<file path="config.mk">
export PLATFORM = sky130hd
export DESIGN_NAME = mcycle_ctrl
export DESIGN_NICKNAME = d
export VERILOG_FILES = /design/src/rtl/mcycle_ctrl.sv
export SDC_FILE = /design/constraint.sdc
export NUM_CORES = 1
export LEC_CHECK = 0
export BUFFER_PORTS_ARGS = -buffer_cell sky130_fd_sc_hd__buf_2
export CAP_MARGIN = 15
export CORE_MARGIN = 8
export CORE_UTILIZATION = 36
export DETAILED_ROUTE_END_ITERATION = 16
export PLACE_DENSITY = 0.63
export SLEW_MARGIN = 20
export SYNTH_ARGS = -nofsm -noshare
export SYNTH_HDL_FRONTEND = slang
export SYNTH_SLANG_ARGS = --single-unit
</file>
<file path="constraint.sdc">
create_clock -name clk -period 3.55 [get_ports clk]
set_input_delay 0.1775 -clock clk [delete_from_list [all_inputs] [get_ports clk]]
set_output_delay 0.1775 -clock clk [all_outputs]
set_load 0.01 [all_outputs]
</file>
<file path="src/rtl/mcycle_ctrl.sv">
// Multi-cycle sequencer for the RV32I core: steps each instruction through
// fetch/decode/exec/mem/writeback and runs the imem/dmem valid-ready handshakes.
module mcycle_ctrl #(
    parameter int CNT_W   = 64,
    parameter int TIMEOUT = 255
) (
    input  logic             clk,
    input  logic             rst_n,
    input  logic [4:0]       op,
    input  logic             reg_write,
    input  logic             mem_write,
    input  logic [2:0]       branch,
    input  logic             ill_inst,
    input  logic             br_taken,
    output logic             imem_valid,
    input  logic             imem_ready,
    output logic             dmem_valid,
    output logic             dmem_wen,
    input  logic             dmem_ready,
    output logic             ir_we,
    output logic             alu_we,
    output logic             mdr_we,
    output logic             reg_we,
    output logic             pc_we,
    output logic [1:0]       pc_src,
    output logic             halted,
    output logic [1:0]       trap,
    output logic [2:0]       state_o,
    output logic [CNT_W-1:0] cycle_cnt,
    output logic [CNT_W-1:0] instret_cnt
);

    // state  | meaning
    // IDLE   | after reset, one cycle before the first fetch
    // FETCH  | instruction fetch handshake, wait counter running
    // DECODE | decoder fields settle, illegal/ebreak detection
    // EXEC   | ALU result latched, branch compare captured
    // MEM    | load/store handshake, wait counter running
    // WB     | register file write and PC update
    // HALT   | stopped until reset, trap code held
    localparam logic [2:0] S_IDLE   = 3'd0;
    localparam logic [2:0] S_FETCH  = 3'd1;
    localparam logic [2:0] S_DECODE = 3'd2;
    localparam logic [2:0] S_EXEC   = 3'd3;
    localparam logic [2:0] S_MEM    = 3'd4;
    localparam logic [2:0] S_WB     = 3'd5;
    localparam logic [2:0] S_HALT   = 3'd6;

    localparam logic [1:0] TRAP_ENV = 2'b00;
    localparam logic [1:0] TRAP_ILL = 2'b01;
    localparam logic [1:0] TRAP_BUS = 2'b10;

    localparam logic [15:0]      WAIT_LAST = 16'(TIMEOUT - 1);
    localparam logic [CNT_W-1:0] CNT_ONE   = CNT_W'(1);

    logic [2:0]  state, state_nxt;
    logic [1:0]  trap_q, trap_nxt;
    logic [15:0] wait_cnt;
    logic        br_q;
    logic        wait_last;
    logic        is_mem_op;
    logic        waiting;

    assign wait_last = (wait_cnt == WAIT_LAST);
    assign is_mem_op = (op == 5'b00000) || (op == 5'b01000);
    assign waiting   = ((state == S_FETCH) || (state == S_MEM)) && (state_nxt == state);

    // A ready in the final wait cycle is checked first, so it still completes.
    always_comb begin
        state_nxt = state;
        trap_nxt  = trap_q;
        case (state)
            S_IDLE:   state_nxt = S_FETCH;
            S_FETCH: begin
                if (imem_ready) begin
                    state_nxt = S_DECODE;
                end else if (wait_last) begin
                    state_nxt = S_HALT;
                    trap_nxt  = TRAP_BUS;
                end
            end
            S_DECODE: begin
                if (ill_inst) begin
                    state_nxt = S_HALT;
                    trap_nxt  = TRAP_ILL;
                end else if (op == 5'b11100) begin
                    state_nxt = S_HALT;
                    trap_nxt  = TRAP_ENV;
                end else begin
                    state_nxt = S_EXEC;
                end
            end
            S_EXEC:   state_nxt = is_mem_op ? S_MEM : S_WB;
            S_MEM: begin
                if (dmem_ready) begin
                    state_nxt = S_WB;
                end else if (wait_last) begin
                    state_nxt = S_HALT;
                    trap_nxt  = TRAP_BUS;
                end
            end
            S_WB:     state_nxt = S_FETCH;
            S_HALT:   state_nxt = S_HALT;
            default:  state_nxt = S_IDLE;
        endcase
    end

    always_ff @(posedge clk) begin
        if (!rst_n) begin
            state       <= S_IDLE;
            trap_q      <= 2'b00;
            wait_cnt    <= 16'd0;
            br_q        <= 1'b0;
            cycle_cnt   <= '0;
            instret_cnt <= '0;
        end else begin
            state    <= state_nxt;
            trap_q   <= trap_nxt;
            wait_cnt <= waiting ? wait_cnt + 16'd1 : 16'd0;
            if (state == S_EXEC) begin
                br_q <= br_taken;
            end
            if ((state != S_IDLE) && (state != S_HALT)) begin
                cycle_cnt <= cycle_cnt + CNT_ONE;
            end
            if (state == S_WB) begin
                instret_cnt <= instret_cnt + CNT_ONE;
            end
        end
    end

    always_comb begin
        imem_valid = (state == S_FETCH);
        ir_we      = (state == S_FETCH) && imem_ready;
        dmem_valid = (state == S_MEM);
        dmem_wen   = (state == S_MEM) && mem_write;
        mdr_we     = (state == S_MEM) && dmem_ready && !mem_write;
        alu_we     = (state == S_EXEC);
        reg_we     = (state == S_WB) && reg_write;
        pc_we      = (state == S_WB);
        halted     = (state == S_HALT);
        trap       = trap_q;
        state_o    = state;
        pc_src     = 2'b00;
        if (state == S_WB) begin
            if ((branch == 3'b001) || (branch[2] && br_q)) begin
                pc_src = 2'b01;
            end else if (branch == 3'b010) begin
                pc_src = 2'b10;
            end
        end
    end

endmodule

</file>
==> flow_metrics.tcl <==
set metrics [dict create \
    crit_path_max_fanout 12 \
    yosysUniqueCellTypes 50 \
    synth_seq_area_share_pct 40.1 \
    hp-class "in -> reg" \
    crit_type "reg -> reg" \
    root_buffer "clkbuf_16" \
    viasPerCell 5.55 \
    initial_utilization_pct 36.8 \
    clockBufferDepth 2 \
    tightest_slew_ps 847 \
    seqPwrFrac_pct 43.5 \
    postCtsSetupBuffers 0 \
    gp_congestion 0.830 \
    drc 0 \
    synth_top_area_share_pct 40.1 \
    clock-sinks 150 \
    ys.flop_type "dfxtp_1" \
    grt_pass1_wl_um 36400 \
    period_share_pct 72.3 \
    drt_iter0_drc 514 \
    dr.pass1.iters 4 \
    syn-num-nets 931 \
    grt_pass1_vias 6835 \
    wl_per_cell_um 16.5 \
    cts_tree "done" \
    fin_area_mm2 0.00924 \
    placed_cell_area_mm2 0.00856 \
    netlist_area_mm2 0.00749 \
    synth_top_family_by_area "simple AND/OR/NAND/NOR gates" \
    leakage_nw 3.32 \
    io_pins 160 \
    drive_above_1_share_pct 19.5 \
    post-route-min-period_ps 2570 \
    synth.most_common_cell "dfxtp_1" \
    synth_top_cell_by_area "dfxtp_1" \
    synth_compound_area_share_pct 12.6 \
    via_count 7431 \
    p_per_area_mw_per_mm2 427 \
    p_int_w 0.00310 \
    postRouteAntennaNets 0 \
    p_switching_w 0.000841 \
    fmax_mhz 390 \
    synthSimpleGateAreaFrac_pct 34.5 \
    fin_worst_skew_ps 8.91 \
    fin_setup_tns_ps 0 \
    grt_usage_pct 16.9 \
    p_clk_share_pct 52.4 \
    ir_worst_vdd_mv 0.328 \
    max_slew_margin_pct 43.5 \
    worstSetupEndpointType "flip-flop" \
    cp-start-kind "flip-flop" \
    dp_hpwl_um 15700 \
    syn_inst 911 \
    setup_viol 0 \
    yosys_warnings 0 \
    dieArea_mm2 0.0257 \
    cts_max_level 4 \
    maxSlewViolCount 0 \
    port_buffers 159 \
    crit_arrival_ps 2900 \
    synthTopCellsByCount "150 x dfxtp_1, 99 x nor2_1, 69 x a21oi_1" \
    fin_nets 1079 \
    die_x_um 160 \
    crit_required_ps 3890 \
    fillCellCount 2046 \
    clock_latency_ps 420 \
    rows 52 \
    diodes 0 \
    synth_xor_area_share_pct 8.40 \
    rsz0062_at_grt "no" \
    swShare_pct 21.3 \
    avgSynthCellArea_um2 8.23 \
    async_flop_share_pct 0 \
    outcome "finished clean" \
    max-cap-violations 0 \
    p_comb_share_pct 4.1 \
    stdcell_count 1340 \
    core_area_mm2 0.0204 \
    cts_buffers 17 \
    muxShareOfSynthArea_pct 0.668 \
    placed_cells 1308 \
    cts.clk_slew.worst_paths_ps 60 \
    grt_max_degree 77 \
    hold_violations 0 \
    routed_wl_um 22100 \
    synth-seq-cells 150 \
    whs_ps 100 \
    antenna_found_initial 0 \
    synth_edf_count 0 \
    syn_to_final_growth_pct 23.3 \
    die_h_um 160 \
    globalRoute.totalOverflow 0 \
    synthAdderAreaFrac_pct 0.668 \
    synth_area_leaders "dfxtp_1 40%, nor2_1 5.0%, or4_1 4.9%" \
]
-- critical path, stage by stage, from the launching register on --
cell,delay [ps]
dfxtp_1,370
xor2_2,300
o211ai_1,340
or4_1,760
or4_1,530
a21oi_1,170
-- worst paths after layout --
path                from             to  slack (ps)  cells after the start
min reg2reg  wait_cnt[0]    wait_cnt[0]         460                      1
min           imem_ready     state_o[0]         100                      3
max reg2reg   state_o[2]  cycle_cnt[54]         980                      5
max           state_o[2]  cycle_cnt[54]         980                      5
-- metal layers --
| metal | up-vias | wire [µm] | global-route usage (%) |
|---|---|---|---|
| li1 | 3700 | - | - |
| met2 | 197 | 9650 | 25.6 |
| met5 | - | 0 | 0 |
| met3 | 23 | 1210 | 4.63 |
| met4 | 0 | 276 | 4.29 |
| met1 | 3511 | 10900 | 23.3 |
-- power by group through the flow --
stage	sequential [W]	combinational [W]	clock, W
global route	0.00172	0.000179	0.00219
detailed placement	0.00175	0.000162	0
CTS	0.00171	0.000164	0.00211
global placement	0.00175	0.000162	0
finish	0.00171	0.000161	0.00207
floorplan	0.00175	0.0000910	0
-- registers in the layout, indices dropped and copies added, names as in the netlist --
name,cells
br_q,1
state_o,3
trap,2
wait_cnt,16
cycle_cnt,64
instret_cnt,64
-- cells in the final DEF, fill, tap and decap left out, types with 2 or more instances in the layout --
master | synthesis | layout
o21ai_0 | 21 | 21
or4_4 | 2 | 2
o31ai_1 | 44 | 44
nor3_1 | 21 | 21
nand3b_1 | 5 | 5
dfxtp_1 | 150 | 150
mux2i_1 | 5 | 5
o21bai_1 | 3 | 3
or2_2 | 3 | 3
bufinv_16 | 0 | 6
nand4_1 | 55 | 55
xnor2_1 | 37 | 37
or4_1 | 49 | 49
a21oi_1 | 69 | 69
o41ai_1 | 4 | 4
nor4_1 | 22 | 22
and3_1 | 16 | 16
nand2b_1 | 7 | 7
clkbuf_16 | 0 | 17
xor2_1 | 33 | 33
dlygate4sd3_1 | 0 | 2
nand2_1 | 68 | 68
nor2_1 | 99 | 99
nor4b_1 | 3 | 3
nand3_1 | 55 | 55
nor3b_1 | 3 | 3
and2_1 | 7 | 7
clkbuf_8 | 0 | 2
or3_1 | 24 | 24
and4_1 | 17 | 17
inv_1 | 18 | 18
nand4b_1 | 5 | 5
nor2b_1 | 2 | 2
clkbuf_1 | 39 | 3
buf_2 | 2 | 159
ha_1 | 4 | 4
buf_4 | 0 | 9
a41o_1 | 2 | 2
-- layout make-up --
cell class	count	area [µm²]	area share (%)
Multi-Input combinational cell	700	4260	46.1
Sequential cell	150	3000	32.5
Timing Repair Buffer	171	903	9.78
Clock buffer	22	464	5.03
Tap cell	270	338	3.66
Clock inverter	8	196	2.13
Inverter	19	73.8	0.799
-- what timing repair did --
action / 4_1_cts / 5_1_grt
hold buffers: 2 / 0
endpoints found under the hold margin: 2 / 0
resized for setup: 0 / 0
-- per-stage QoR --
step / setup slack [ps] / util [%] / total power (W)
3_5_place_dp: 989 / 42.0 / 0.00191
3_3_place_gp: 1070 / 42.0 / 0.00191
5_1_grt: 824 / 45.4 / 0.00408
2_1_floorplan: 1190 / - / 0.00184
6_report: 984 / 45.4 / 0.00394
4_1_cts: 979 / 45.4 / 0.00399
-- logic make-up (layout without fill, tap and decap cells) --
group	count (synthesis)	count (layout)
buffers and inverters	61	220
AO/OA/AOI/OAI	152	152
adder cells (fa/ha/maj)	4	4
AND/OR/NAND/NOR	468	468
multiplexers	5	5
flip-flops	150	150
XOR/XNOR	71	71
Power figures use the tool's default switching activity.
